$ cat config.mk
export PLATFORM = sky130hd
export DESIGN_NAME = shift_feeder
export DESIGN_NICKNAME = d
export VERILOG_FILES = /design/src/rtl/shift_feeder.sv
export SDC_FILE = /design/constraint.sdc
export NUM_CORES = 1
export LEC_CHECK = 0
export ABC_AREA = 0
export CELL_PAD_IN_SITES_DETAIL_PLACEMENT = 2
export CELL_PAD_IN_SITES_GLOBAL_PLACEMENT = 2
export CORE_MARGIN = 2
export CORE_UTILIZATION = 42
export CTS_BUF_LIST = sky130_fd_sc_hd__clkbuf_4
export CTS_CLUSTER_SIZE = 20
export DETAILED_ROUTE_END_ITERATION = 10
export GPL_TIMING_DRIVEN = 0
export PLACE_DENSITY_LB_ADDON = 0.1
export RECOVER_POWER = 50
export SYNTH_ARGS = -nofsm -noshare
export SYNTH_HDL_FRONTEND = slang
export SYNTH_SLANG_ARGS = --single-unit
$ cat constraint.sdc
create_clock -name clk -period 3 [get_ports clk]
set_input_delay 0.6 -clock clk [delete_from_list [all_inputs] [get_ports clk]]
set_output_delay 0.6 -clock clk [all_outputs]
set_load 0.005 [all_outputs]
$ cat src/rtl/shift_feeder.sv
// shift_feeder: byte sequencer feeding an 8-bit parallel-load shift register.
// Bytes arrive over a valid/ready handshake into a DEPTH-entry FIFO. Each byte
// is presented on pdata with a one-cycle load pulse, followed by eight shift
// cycles, so the register emits pdata[0] first on its sout. Bytes follow each
// other with no idle cycles.
//
// Ports:
//   clk        rising-edge clock shared with the shift register
//   rst_n      asynchronous active-low reset
//   flush      synchronous abort of FIFO contents and the byte in flight
//   in_data    byte to send, bit 0 transmitted first
//   in_valid   in_data valid
//   in_ready   registered, FIFO can accept this cycle
//   pdata      to register datain, holds the current byte
//   load       to register shift_load, one cycle per byte
//   serial     to register serial input, constant 0 fill
//   bit_valid  register sout carries a data bit this cycle
//   byte_done  pulse on the last bit cycle of a byte
//   busy       FSM not idle or FIFO non-empty
module shift_feeder #(
    parameter int unsigned DEPTH = 4
) (
    input  logic       clk,
    input  logic       rst_n,
    input  logic       flush,
    input  logic [7:0] in_data,
    input  logic       in_valid,
    output logic       in_ready,
    output logic [7:0] pdata,
    output logic       load,
    output logic       serial,
    output logic       bit_valid,
    output logic       byte_done,
    output logic       busy
);

    localparam int unsigned AW = (DEPTH > 1) ? $clog2(DEPTH) : 1;
    localparam int unsigned CW = AW + 1;

    typedef enum logic [1:0] {
        S_IDLE  = 2'd0,
        S_LOAD  = 2'd1,
        S_SHIFT = 2'd2
    } state_t;

    state_t          state;
    state_t          state_next;
    logic [2:0]      bit_idx;
    logic [2:0]      bit_idx_next;

    logic [7:0]      mem [DEPTH];
    logic [AW-1:0]   wr_ptr;
    logic [AW-1:0]   rd_ptr;
    logic [CW-1:0]   count;
    logic [CW-1:0]   count_next;
    logic            push;
    logic            pop;
    logic            fifo_nempty;

    logic            load_next;
    logic            bit_valid_next;
    logic            byte_done_next;
    logic            busy_next;

    assign push        = in_valid && in_ready && !flush;
    assign fifo_nempty = (count != '0);
    assign serial      = 1'b0;

    // Next state; a pop happens exactly on the edge that enters LOAD.
    always_comb begin
        state_next   = state;
        bit_idx_next = bit_idx;
        pop          = 1'b0;
        if (flush) begin
            state_next   = S_IDLE;
            bit_idx_next = 3'd0;
        end else begin
            case (state)
                S_IDLE: begin
                    if (fifo_nempty) begin
                        state_next = S_LOAD;
                        pop        = 1'b1;
                    end
                end
                S_LOAD: begin
                    state_next   = S_SHIFT;
                    bit_idx_next = 3'd0;
                end
                S_SHIFT: begin
                    if (bit_idx != 3'd7) begin
                        bit_idx_next = bit_idx + 3'd1;
                    end else begin
                        bit_idx_next = 3'd0;
                        if (fifo_nempty) begin
                            state_next = S_LOAD;
                            pop        = 1'b1;
                        end else begin
                            state_next = S_IDLE;
                        end
                    end
                end
                default: begin
                    state_next   = S_IDLE;
                    bit_idx_next = 3'd0;
                end
            endcase
        end
        count_next = flush ? '0 : (count + CW'(push) - CW'(pop));
    end

    // Outputs decoded from the next state so they leave flops glitch-free.
    always_comb begin
        load_next      = (state_next == S_LOAD);
        bit_valid_next = (state_next == S_SHIFT);
        byte_done_next = (state_next == S_SHIFT) && (bit_idx_next == 3'd7);
        busy_next      = (state_next != S_IDLE) || (count_next != '0);
    end

    // State, control and output registers.
    always_ff @(posedge clk or negedge rst_n) begin
        if (!rst_n) begin
            state     <= S_IDLE;
            bit_idx   <= 3'd0;
            count     <= '0;
            wr_ptr    <= '0;
            rd_ptr    <= '0;
            in_ready  <= 1'b0;
            pdata     <= 8'h00;
            load      <= 1'b0;
            bit_valid <= 1'b0;
            byte_done <= 1'b0;
            busy      <= 1'b0;
        end else begin
            state     <= state_next;
            bit_idx   <= bit_idx_next;
            count     <= count_next;
            in_ready  <= (count_next < CW'(DEPTH));
            load      <= load_next;
            bit_valid <= bit_valid_next;
            byte_done <= byte_done_next;
            busy      <= busy_next;
            if (flush) begin
                wr_ptr <= '0;
                rd_ptr <= '0;
            end else begin
                if (push) begin
                    wr_ptr <= wr_ptr + AW'(1);
                end
                if (pop) begin
                    rd_ptr <= rd_ptr + AW'(1);
                    pdata  <= mem[rd_ptr];
                end
            end
        end
    end

    // FIFO storage, no reset needed: entries are only read after a push.
    always_ff @(posedge clk) begin
        if (push) begin
            mem[wr_ptr] <= in_data;
        end
    end

endmodule

# Word-level counts from Yosys, hierarchy flattened
# Memories as Yosys holds them, arrays and structs flattened. A register that Yosys moved wholly into a read port is not among the register bits.
# Cells that the tools add are included.
# op_classes
bitwise,1
reduce_logical,13
order_cmp,1
add_sub_neg,5
mux,19
n_eq_ne,6
# op_table
op,n
2-to-1 mux 2 bit,7
2-to-1 mux 3 bit,3
2-to-1 mux 1 bit,6
one-hot mux 2 bit (3 select lines),1
one-hot mux 3 bit (2 select lines),1
nonzero test 2 bit,3
nonzero test 3 bit,2
adder 2 x 1 -> 2 bit (second input constant),2
equality test 2 x 1 -> 1 bit (second input constant),2
equality test 2 bit (second input constant),2
adder 3 x 1 -> 3 bit,1
adder 3 x 1 -> 3 bit (second input constant),1
equality test 3 bit (second input constant),1
logical AND 1 bit,3
< comparator 3 bit (second input constant),1
!= test 3 bit (second input constant),1
subtractor 3 x 1 -> 3 bit,1
logical NOT 1 bit,2
logical NOT 2 bit,1
one-hot mux 1 bit (2 select lines),1
AND reduction 2 bit,1
logical OR 1 bit,1
NOT 1 bit,1
# totals
inputBits,12
mem_count,1
reg_bits,17
ramBits,32
output_inout_bits,14
elab_cells,56
# memory_table
name,depth,word_bits,read_ports,rd_ports_with_merged_regs,write_ports,line,text
mem,4,8,1,1,1,51,logic [7:0] mem [DEPTH];

# Depth between registers and ports, before layout
# logic_depth
depth_word,9
ltp_mapped,12
ltp_nobuf,11

# Worst setup path before layout
# No wires, ideal clock.
# synth_timing
kind,register -> register
start,register bit_idx[0]
end,register in_ready
path_stages_with_launch,13
arrival_time_ns,2.341
n_path_buf,1
t_required_ns,2.873
slack_ns,0.532
synth_period_minus_slack_ns,2.468
setup_ns,0.127
path_cell_list,dfrtp_1 -> ha_1 -> ha_1 -> nor2b_4 -> buf_6 -> nor4_1 -> ha_1 -> inv_1 -> ha_1 -> inv_1 -> fa_1 -> xnor2_1 -> or2_2
# synth_via
elab_chain_cells,7
# synth_rtl
item,line,text
"start, declared",48,logic [2:0] bit_idx;
"start signal, assigned",135,bit_idx <= bit_idx_next;
!= test 3 bit,90,if (bit_idx != 3'd7) begin
2-to-1 mux 1 bit,90,
one-hot mux 1 bit (2 select lines),78,case (state)
2-to-1 mux 1 bit,74,if (flush) begin
subtractor 3 x 1 -> 3 bit,108,count_next = flush ? '0 : (count + CW'(push) - CW'(pop));
2-to-1 mux 3 bit,108,
< comparator 3 bit,137,in_ready <= (count_next < CW'(DEPTH));
"end signal, assigned",137,
"end, declared",28,"output logic in_ready,"
# Every way passes these cells.
# A chain may end at the register's enable or synchronous reset.

# Worst setup path in the final report
# Same ends and word-level chain as after synthesis.

==> metrics.txt <==
outcome finished, violations left; failing checks max-capacitance violations, max-slew violations; reg-to-reg startpoint bit_idx[0]; 1st-pass router iterations 4; Area contributors post-synth edfxtp_1, dfrtp_1, mux4_2, mux2_2, ha_1; pin count of the biggest net entering global routing 26; DRC 0; Clk pin slew, worst setup/hold paths 0.10 ns; VDD IR max 441.0 µV; total inserted antenna cells 0; area growth from synthesis to layout 21.63%; vias in the first global route 1500; Worst Tran Pin Value 1.522 ns; Hold WS 0.5176 ns; Routed WL 5.003 mm; slew margin rel. -0.01485; Layout Nets 195; YS warnings 0; most used flip-flop cell after synthesis edfxtp_1; hold wc startpoint pdata[1]; most frequent cells after synthesis edfxtp_1, dfrtp_1, mux2_2; Power Total 2.693 mW; leakage 1.090 nW; Total GRT Usage 0.1855; Yosys cell types 35; syn nets 161; Vias 1274; flops & latches, synth 57; Starting Density 0.4318; Max Clk Rate 0.3630 GHz; Final ANT Viol Nets 0; Avg Inst Size Synth 16.78 µm²; IO Port Bufs 23; largest area contributor in the netlist edfxtp_1; WS Path Type reg -> reg; Yosys top cell area share 0.4092; Seq/Total Area, Yosys 0.6755; core footprint 5439 µm²; GPL Wtd Cong 0.6734; max-slew violations 26; Final Hold Fails 0; Crit path required time 3.26 ns; total grt overflow 0; Post-synth EDFFs 32; Setup violations, final 0; CTS Buffer Depth 2; final worst path period share 0.9182; clk sinks 57; Die Ht 78.78 µm; worst hold stages 1; P per Cell Area 942.8 nW/µm²; CTS H-Tree Depth 3; number of max-cap violations 1; Die X 78.78 µm; Gate Count Post-Synth 140; Iteration-0 DRC Markers 77; RSZ-0062 raised after global routing false; ys async rst share 0.4386; worst reg2reg setup slack 0.25 ns; nature of the critical path endpoint flop; root buf cell clkbuf_4; Final HPWL DP 3.377 mm; DR vias/cell 5.076; global-route wire length before repair 8.190 mm; clk_lat worst skew 0.39 ns; CTS tree yes; crit path DAT 3.02 ns; reg2reg path depth 12; initial antenna violation count 0; Hold Path Class reg -> reg; share of cells above drive strength 1 0.2291; Crit Reg-Reg Endpoint in_ready; Core Rows 27; Clock Skews 0.01971 ns; synthesized area 2349 µm²; Worst Path Max Fanout 9; Hold Path Sink pdata[1]; Boundary Pins 26; dominant cell by count in the synthesized netlist edfxtp_1; Die ar. 6206 µm²; drt wl/cell 19.93 µm; Critical Path Source Type flop; hold buffers post-CTS 0; CTS buffer count 9; fin crit period 2.755 ns
worst max-delay path: stages, from the launching register on:
cell and delay, ns:
dfrtp_1 0.43, ha_1 0.22, ha_1 0.23, nor2b_4 0.12, buf_6 0.14, nor4_1 0.06
ha_1 0.30, inv_1 0.07, ha_1 0.14, inv_1 0.05, fa_1 0.42, xnor2_2 0.19
or2_2 0.28
repair_timing:
item,in CTS,in global routing
buffers inserted,0,0
gates resized for setup,0,1
hold endpoints to repair,0,0
endpoints found under the setup margin,0,1
how the worst max path moves through the flow:
| stage | startpoint | cells past startpoint | slack, ns | endpoint |
|---|---|---|---|---|
| after global placement | in_valid | 11 | 0.04 | busy |
| after detailed placement | in_valid | 11 | -0.08 | busy |
| final | bit_idx[0] | 12 | 0.25 | in_ready |
| after global routing | bit_idx[0] | 12 | 0.04 | busy |
| after floorplan | bit_idx[0] | 12 | 0.53 | in_ready |
| after CTS | bit_idx[0] | 12 | 0.16 | busy |
through the flow:
step | util | worst slack [ns] | cells | setup TNS [ns] | area (µm²)
final | 0.5252 | 0.2454 | 251 | 0 | 2856
after floorplan | - | 0.5319 | 140 | 0 | 2349
after CTS | 0.5252 | 0.1614 | 251 | 0 | 2856
after global routing | 0.5252 | 0.04156 | 251 | 0 | 2856
after detailed placement | 0.4907 | -0.08124 | 235 | -0.1247 | 2669
after global placement | 0.4907 | 0.04370 | 235 | 0 | 2669
flip-flops by register name, summed over array words and instances, names as in the netlist:
name / flops
pdata: 8
rd_ptr: 2
state: 2
wr_ptr: 2
mem: 32
bit_idx: 3
bit_valid: 1
byte_done: 1
busy: 1
count: 3
load: 1
in_ready: 1
metal layers:
layer,track usage,vias up,wire length (µm)
li1,-,587,-
met1,0.2307,654,2165
met2,0.3094,29,2588
met3,0.06023,4,206
met4,0.05789,0,42
met5,0,-,0
placed cells by master (no fill, tap or decap), types with 2 or more instances in the layout:
cell	count
a21oi_1	5
and2_1	4
bufinv_16	3
clkbuf_1	4
clkbuf_4	13
clkdlybuf4s50_1	14
dfrtp_1	25
dlygate4sd3_1	8
edfxtp_1	32
ha_1	8
inv_1	5
mux2_2	9
mux2i_1	2
mux4_2	8
nand2_1	2
nand2b_1	2
nor2_1	6
nor2b_1	3
nor3_1	3
nor4_1	2
nor4b_1	2
cells by family after synthesis:
family / count (synthesis) / share of synthesized area
other cells: 1 / 0.001597
xor+xnor: 3 / 0.01119
buf+inv: 12 / 0.02504
compound gates: 7 / 0.01758
flops: 57 / 0.6755
mux: 19 / 0.1284
fa+ha+maj: 9 / 0.05115
simple gates: 32 / 0.08950
final cells by class:
| class | count | area, µm² |
|---|---|---|
| repair buffers | 23 | 224.0 |
| clock inverters | 3 | 90.09 |
| plain buffers | 7 | 38.79 |
| inverters | 5 | 18.77 |
| multi-input cells | 71 | 710.7 |
| well taps | 72 | 90.09 |
| flip-flops and latches | 57 | 1587 |
| clock buffers | 13 | 97.59 |
| fillers | 501 | 2582 |
where the power goes:
part	total [mW]	internal, mW	switching [mW]	leakage, nW
logic	0.880	0.485	0.395	0.379
registers	1.08	0.982	0.0979	0.609
clock network	0.733	0.461	0.272	0.102
Note: power is estimated with default switching activity, not from simulation.
